===== src/rtl/twiddle_fetch_ctrl_if.sv =====
// Handshake and ROM bus of the twiddle fetch controller.
// master: the controller; slave: the ROM and downstream butterfly side.
interface twiddle_fetch_ctrl_if #(
    parameter int DATA_W = 16
);
    logic              start;
    logic              out_ready;
    logic [2:0]        rom_index;
    logic [DATA_W-1:0] rom_wreal;
    logic [DATA_W-1:0] rom_wimag;
    logic              tw_valid;
    logic [DATA_W-1:0] tw_real;
    logic [DATA_W-1:0] tw_imag;
    logic [1:0]        stage;
    logic [2:0]        addr_a;
    logic [2:0]        addr_b;
    logic              last;
    logic              busy;
    logic              done;

    modport master (
        input  start, out_ready, rom_wreal, rom_wimag,
        output rom_index, tw_valid, tw_real, tw_imag, stage,
               addr_a, addr_b, last, busy, done
    );

    modport slave (
        output start, out_ready, rom_wreal, rom_wimag,
        input  rom_index, tw_valid, tw_real, tw_imag, stage,
               addr_a, addr_b, last, busy, done
    );
endinterface


===== src/rtl/twiddle_fetch_ctrl.sv =====
// Twiddle fetch controller for an 8-point radix-2 DIT FFT.
// Walks 12 butterflies (3 stages x 4), addresses a registered twiddle ROM
// and presents one beat per butterfly through a valid/ready output stage.
module twiddle_fetch_ctrl #(
    parameter int DATA_W = 16
) (
    input  logic                 clk,
    input  logic                 rst_n,
    twiddle_fetch_ctrl_if.master bus
);
    typedef enum logic [1:0] {IDLE, ISSUE, DRAIN} state_t;

    state_t            state_reg;
    logic [3:0]        cnt_reg;

    // P1: metadata of the issued butterfly plus a private copy of its ROM word
    logic              p1_valid_reg;
    logic              p1_fresh_reg;
    logic [1:0]        p1_stage_reg;
    logic [2:0]        p1_a_reg;
    logic [2:0]        p1_b_reg;
    logic              p1_last_reg;
    logic [DATA_W-1:0] p1_re_reg;
    logic [DATA_W-1:0] p1_im_reg;

    // Output stage
    logic              tw_valid_reg;
    logic [DATA_W-1:0] tw_real_reg;
    logic [DATA_W-1:0] tw_imag_reg;
    logic [1:0]        stage_reg;
    logic [2:0]        addr_a_reg;
    logic [2:0]        addr_b_reg;
    logic              last_reg;
    logic              busy_reg;
    logic              done_reg;

    logic              advance;
    logic              handshake;
    logic              issue;
    logic [1:0]        cur_stage;
    logic [1:0]        cur_j;
    logic [2:0]        cur_k;
    logic [2:0]        cur_a;
    logic [2:0]        cur_b;
    logic [DATA_W-1:0] p1_re_now;
    logic [DATA_W-1:0] p1_im_now;

    assign advance   = ~tw_valid_reg | bus.out_ready;
    assign handshake = tw_valid_reg & bus.out_ready;
    assign issue     = (state_reg == ISSUE) & advance;
    assign cur_stage = cnt_reg[3:2];
    assign cur_j     = cnt_reg[1:0];

    // The ROM word belongs to P1 only in the cycle right after the issue
    // edge; once P1 stalls, the copy taken at the following edge is used,
    // so the ROM address is free to move on (or drop to 0 in DRAIN).
    assign p1_re_now = p1_fresh_reg ? bus.rom_wreal : p1_re_reg;
    assign p1_im_now = p1_fresh_reg ? bus.rom_wimag : p1_im_reg;

    // Twiddle exponent and operand addresses of the butterfly at cnt_reg
    always_comb begin
        cur_k = 3'd0;
        cur_a = 3'd0;
        cur_b = 3'd0;
        case (cur_stage)
            2'd0: begin
                cur_k = 3'd0;
                cur_a = {cur_j, 1'b0};
                cur_b = {cur_j, 1'b1};
            end
            2'd1: begin
                cur_k = {1'b0, cur_j[0], 1'b0};
                cur_a = {cur_j[1], 1'b0, cur_j[0]};
                cur_b = {cur_j[1], 1'b1, cur_j[0]};
            end
            default: begin
                cur_k = {1'b0, cur_j};
                cur_a = {1'b0, cur_j};
                cur_b = {1'b1, cur_j};
            end
        endcase
    end

    assign bus.rom_index = (state_reg == ISSUE) ? cur_k : 3'd0;

    // Sequencer, P1 and output stage
    always_ff @(posedge clk or negedge rst_n) begin
        if (!rst_n) begin
            state_reg    <= IDLE;
            cnt_reg      <= 4'd0;
            p1_valid_reg <= 1'b0;
            p1_fresh_reg <= 1'b0;
            p1_stage_reg <= 2'd0;
            p1_a_reg     <= 3'd0;
            p1_b_reg     <= 3'd0;
            p1_last_reg  <= 1'b0;
            p1_re_reg    <= '0;
            p1_im_reg    <= '0;
            tw_valid_reg <= 1'b0;
            tw_real_reg  <= '0;
            tw_imag_reg  <= '0;
            stage_reg    <= 2'd0;
            addr_a_reg   <= 3'd0;
            addr_b_reg   <= 3'd0;
            last_reg     <= 1'b0;
            busy_reg     <= 1'b0;
            done_reg     <= 1'b0;
        end else begin
            done_reg <= 1'b0;
            case (state_reg)
                IDLE: begin
                    // A start coinciding with the done pulse is dropped
                    if (bus.start && !done_reg) begin
                        state_reg <= ISSUE;
                        cnt_reg   <= 4'd0;
                        busy_reg  <= 1'b1;
                    end
                end
                ISSUE: begin
                    if (advance) begin
                        if (cnt_reg == 4'd11) begin
                            state_reg <= DRAIN;
                            cnt_reg   <= 4'd0;
                        end else begin
                            cnt_reg <= cnt_reg + 4'd1;
                        end
                    end
                end
                DRAIN: begin
                    if (handshake && last_reg) begin
                        state_reg <= IDLE;
                        busy_reg  <= 1'b0;
                        done_reg  <= 1'b1;
                    end
                end
                default: state_reg <= IDLE;
            endcase

            if (p1_fresh_reg) begin
                p1_re_reg <= bus.rom_wreal;
                p1_im_reg <= bus.rom_wimag;
            end
            p1_fresh_reg <= issue;

            if (advance) begin
                p1_valid_reg <= issue;
                if (issue) begin
                    p1_stage_reg <= cur_stage;
                    p1_a_reg     <= cur_a;
                    p1_b_reg     <= cur_b;
                    p1_last_reg  <= (cnt_reg == 4'd11);
                end
                tw_valid_reg <= p1_valid_reg;
                if (p1_valid_reg) begin
                    tw_real_reg <= p1_re_now;
                    tw_imag_reg <= p1_im_now;
                    stage_reg   <= p1_stage_reg;
                    addr_a_reg  <= p1_a_reg;
                    addr_b_reg  <= p1_b_reg;
                    last_reg    <= p1_last_reg;
                end else begin
                    last_reg <= 1'b0;
                end
            end
        end
    end

    assign bus.tw_valid = tw_valid_reg;
    assign bus.tw_real  = tw_real_reg;
    assign bus.tw_imag  = tw_imag_reg;
    assign bus.stage    = stage_reg;
    assign bus.addr_a   = addr_a_reg;
    assign bus.addr_b   = addr_b_reg;
    assign bus.last     = last_reg;
    assign bus.busy     = busy_reg;
    assign bus.done     = done_reg;
endmodule


===== src/flat_wrapper.sv =====
// flat-port wrapper written by rule: the top's interface ports become plain ports
module twiddle_fetch_ctrl_flat 
#(
    parameter int DATA_W = 16
)
  (clk, rst_n, bus_start, bus_out_ready, bus_rom_wreal, bus_rom_wimag, bus_rom_index, bus_tw_valid, bus_tw_real, bus_tw_imag, bus_stage, bus_addr_a, bus_addr_b, bus_last, bus_busy, bus_done);
  twiddle_fetch_ctrl_if #(.DATA_W(DATA_W)) bus_i ();
  input  logic clk;
  input  logic rst_n;
  input wire logic [$bits(bus_i.start)-1:0] bus_start;
  input wire logic [$bits(bus_i.out_ready)-1:0] bus_out_ready;
  input wire logic [$bits(bus_i.rom_wreal)-1:0] bus_rom_wreal;
  input wire logic [$bits(bus_i.rom_wimag)-1:0] bus_rom_wimag;
  output wire logic [$bits(bus_i.rom_index)-1:0] bus_rom_index;
  output wire logic [$bits(bus_i.tw_valid)-1:0] bus_tw_valid;
  output wire logic [$bits(bus_i.tw_real)-1:0] bus_tw_real;
  output wire logic [$bits(bus_i.tw_imag)-1:0] bus_tw_imag;
  output wire logic [$bits(bus_i.stage)-1:0] bus_stage;
  output wire logic [$bits(bus_i.addr_a)-1:0] bus_addr_a;
  output wire logic [$bits(bus_i.addr_b)-1:0] bus_addr_b;
  output wire logic [$bits(bus_i.last)-1:0] bus_last;
  output wire logic [$bits(bus_i.busy)-1:0] bus_busy;
  output wire logic [$bits(bus_i.done)-1:0] bus_done;
  assign bus_i.start = bus_start;
  assign bus_i.out_ready = bus_out_ready;
  assign bus_i.rom_wreal = bus_rom_wreal;
  assign bus_i.rom_wimag = bus_rom_wimag;
  assign bus_rom_index = bus_i.rom_index;
  assign bus_tw_valid = bus_i.tw_valid;
  assign bus_tw_real = bus_i.tw_real;
  assign bus_tw_imag = bus_i.tw_imag;
  assign bus_stage = bus_i.stage;
  assign bus_addr_a = bus_i.addr_a;
  assign bus_addr_b = bus_i.addr_b;
  assign bus_last = bus_i.last;
  assign bus_busy = bus_i.busy;
  assign bus_done = bus_i.done;
  twiddle_fetch_ctrl #(.DATA_W(DATA_W)) u_core (.clk(clk), .rst_n(rst_n), .bus(bus_i));
endmodule

===== config.mk =====
export PLATFORM = sky130hd
export DESIGN_NAME = twiddle_fetch_ctrl_flat
export DESIGN_NICKNAME = d
export VERILOG_FILES = /design/src/rtl/twiddle_fetch_ctrl_if.sv /design/src/rtl/twiddle_fetch_ctrl.sv /design/src/flat_wrapper.sv
export SDC_FILE = /design/constraint.sdc
export NUM_CORES = 1
export LEC_CHECK = 0
export ABC_AREA = 1
export BUFFER_PORTS_ARGS = -buffer_cell sky130_fd_sc_hd__buf_2
export CORE_MARGIN = 5
export CORE_UTILIZATION = 35
export CTS_CLUSTER_SIZE = 24
export DETAILED_ROUTE_END_ITERATION = 12
export MAX_ROUTING_LAYER = met4
export PLACE_DENSITY = 0.63
export SYNTH_ARGS = -nofsm -noshare
export SYNTH_HDL_FRONTEND = slang
export SYNTH_SLANG_ARGS = --single-unit

===== constraint.sdc =====
create_clock -name clk -period 1.56 [get_ports clk]
set_input_delay 0.234 -clock clk [delete_from_list [all_inputs] [get_ports clk]]
set_output_delay 0.234 -clock clk [all_outputs]
set_load 0.01 [all_outputs]

==> results.toml <==
[clock_tree]
cts_sinks = 93
clkLatencyLatePin_ns = 0.35
cts_tree = "built"
cts_inserted_buffers = 9
root_buffer = "clkbuf_8"
clk_pin_slew_worst_paths_ns = 0.09
cts_buffer_depth = 2
htree_levels = 3

[final_layout]
antenna_cells = 0
nNetsFinal = 474
drive_above_1_share = 0.3673
syn_to_final_growth_pct = 22.14
fill_cells = 1037
fin_area_um2 = 4577

[setup_path]
crit_path_start = "u_core.cnt_reg[3]"
crit_end = "bus_rom_index[1]"
reg2reg_from = "u_core.cnt_reg[0]"
rrSetupSlack_ns = 0.23
worstPathRequired_ns = 1.33
cp.arrival_ns = 1.23
crit_slowest_cell = "dfrtp_2"
end_kind = "output pin"
r2r_cells = 7
crit_type = "reg -> out"
r2r-end = "u_core.state_reg[0]"
slowest_delay_ns = 0.45
cp-start-kind = "register"
crit_chain = "inv_2 -> nand3_2 -> a21oi_2 -> buf_2"
crit_path_max_fanout = 6

[die]
initial_core_util = 0.3614
die_x_um = 113.5
fp-row-count = 37
die_y_um = 113.5
ioPinCount = 83
core_area_um2 = 10370
die_area_um2 = 12880

[sta]
report.final.setup_viol = 0
holdWs_ns = 0.1252
setup_tns_ns = 0
finalHoldViolCount = 0
clock_skew_ns = 0.009243
maxSlewViolCount = 0
max_freq_mhz = 685.3
grt_setup_unrepaired = "yes"
min_period_ns = 1.459
min_period_over_period = 0.9354

[power_and_ir_drop]
p_int_w = 0.006070
switchingPower_w = 0.003356
switching_share = 0.3560
combPwrFrac = 0.395
power.density_nw_per_um2 = 2059
p_leak_nw = 2.383
clkPwrFrac = 0.179
finalPower_w = 0.009426
seqPwrFrac = 0.426
vdd_drop_max_mv = 0.8411

[placement]
io_buffers = 81
dpl_cell_area_um2 = 4304
dp_hpwl_um = 5331
gp_congestion = 0.8264

[drt]
ant_nets = 0
wl_um = 7565
num_vias = 2599
via_per_inst = 4.504
dr.pass1.iters = 4
wl_per_cell_um = 13.11
drtIter0Drc = 115
drc = 0

[logic_synthesis]
synth-seq-area-share = 0.6210
synth-edff-count = 0
synth_cells = 348
post-synth-top-count-cell = "nand2_1"
synth_top_area_frac = 0.6210
synth_area_per_cell_um2 = 10.77
synth_area_um2 = 3747
yosys_register_bits = 93
netlist_top_cells_count = "128 x nand2_1, 93 x dfrtp_1, 24 x mux2_2"
ys.warnings.count = 0
synthTopCellsByArea = "dfrtp_1 62%, nand2_1 13%, mux2_2 7.2%"
synthFlopType = "dfrtp_1"
async_flop_share = 1.000
synth_cell_type_count = 28
synth_area_leader_cell = "dfrtp_1"
synthesis.nets = 385

[grt]
first_global_vias = 2671
grt_start_max_net_pins = 41
antenna_found_initial = 0
grt_overflow = 0
grt_util_all_layers = 0.1283
grt_pass1_wl_um = 12940

[flow_run]
cap_violations = 0

[status]
status = "completed"

[min_path]
min_path_type = "in -> reg"
[routing by layer]
metal	wire length (µm)	vias to the layer above	share of wire	track usage
met5	0	-	0	-
met4	97	0	0.013	0.04327
met3	452	9	0.060	0.03607
met2	3637	56	0.48	0.1987
met1	3378	1256	0.45	0.1624
li1	-	1278	-	-
[placed cells by master (no fill, tap or decap), types with 3 or more instances in the layout]
master / synthesis / routed
nand2_2: 5 / 5
buf_12: 0 / 4
nand2_1: 128 / 128
nor2_1: 8 / 8
inv_1: 18 / 17
o21ai_2: 4 / 4
buf_4: 3 / 9
o21ai_0: 18 / 18
nand3_1: 7 / 6
mux2_2: 24 / 24
dfrtp_2: 0 / 3
inv_2: 2 / 3
dfrtp_1: 93 / 90
buf_2: 7 / 80
mux2_4: 8 / 8
clkbuf_8: 0 / 9
[worst min path at each step]
stage / depth (start not counted) / from / endpoint
2_1_floorplan: 0 / rst_n / u_core.bus.addr_a[0]
3_3_place_gp: 1 / rst_n / u_core.cnt_reg[1]
3_5_place_dp: 1 / rst_n / u_core.bus.busy
4_1_cts: 2 / bus_rom_wimag[1] / u_core.p1_im_reg[1]
5_1_grt: 2 / bus_rom_wreal[3] / u_core.p1_re_reg[3]
6_report: 2 / bus_rom_wimag[1] / u_core.p1_im_reg[1]
[kinds of logic after synthesis]
| logic type | count (synthesis) | synth area share |
|---|---|---|
| AO/OA/AOI/OAI | 27 | 0.04207 |
| adder cells (fa/ha/maj) | 1 | 0.003338 |
| buffers and inverters | 38 | 0.05709 |
| flip-flops | 93 | 0.6210 |
| AND/OR/NAND/NOR | 155 | 0.1689 |
| multiplexers | 32 | 0.1042 |
| other | 1 | 0.001001 |
| XOR/XNOR | 1 | 0.002338 |
[per-stage QoR]
stage | setup WS [ns] | utilization | instances
finish | 0.1008 | 0.4414 | 577
global route | -0.01639 | 0.4414 | 577
CTS | 0.003176 | 0.4361 | 572
detailed placement | 0.2322 | 0.4151 | 556
global placement | 0.2410 | 0.4151 | 556
floorplan | 0.3681 | - | 348
[area by class of cell]
class	instances	area (µm²)	share of cell area
Clock buffer	11	131.4	0.02870
Multi-Input combinational cell	217	1220	0.2665
Inverter	21	81.33	0.01777
Tap cell	136	170.2	0.03718
Sequential cell	93	2331	0.5093
Clock inverter	4	73.82	0.01613
Timing Repair Buffer	95	569.3	0.1244
[worst max-delay path: cells and delay by family (launching register included)]
kind | cells | cell delay [ns]
DFF | 1 | 0.45
buffers and inverters | 2 | 0.23
AOI/OAI and AO/OA | 1 | 0.13
and+or+nand+nor | 1 | 0.06
[power by group through the flow]
stage	sequential, W	clock (W)	combinational (W)
floorplan	0.00419	0	0.00249
global placement	0.00402	0	0.00369
detailed placement	0.00406	0	0.00377
CTS	0.00403	0.00176	0.00379
global route	0.00416	0.00187	0.00423
finish	0.00401	0.00169	0.00372
[repair_timing]
action / 4_1_cts / 5_1_grt
hold buffers: 1 / 0
setup endpoints to repair: 2 / 2
pin swaps: 0 / 1
buffers inserted: 0 / 5
gates resized for setup: 2 / 5
endpoints found under the hold margin: 23 / 0
Note: power is estimated with default switching activity, not from simulation.
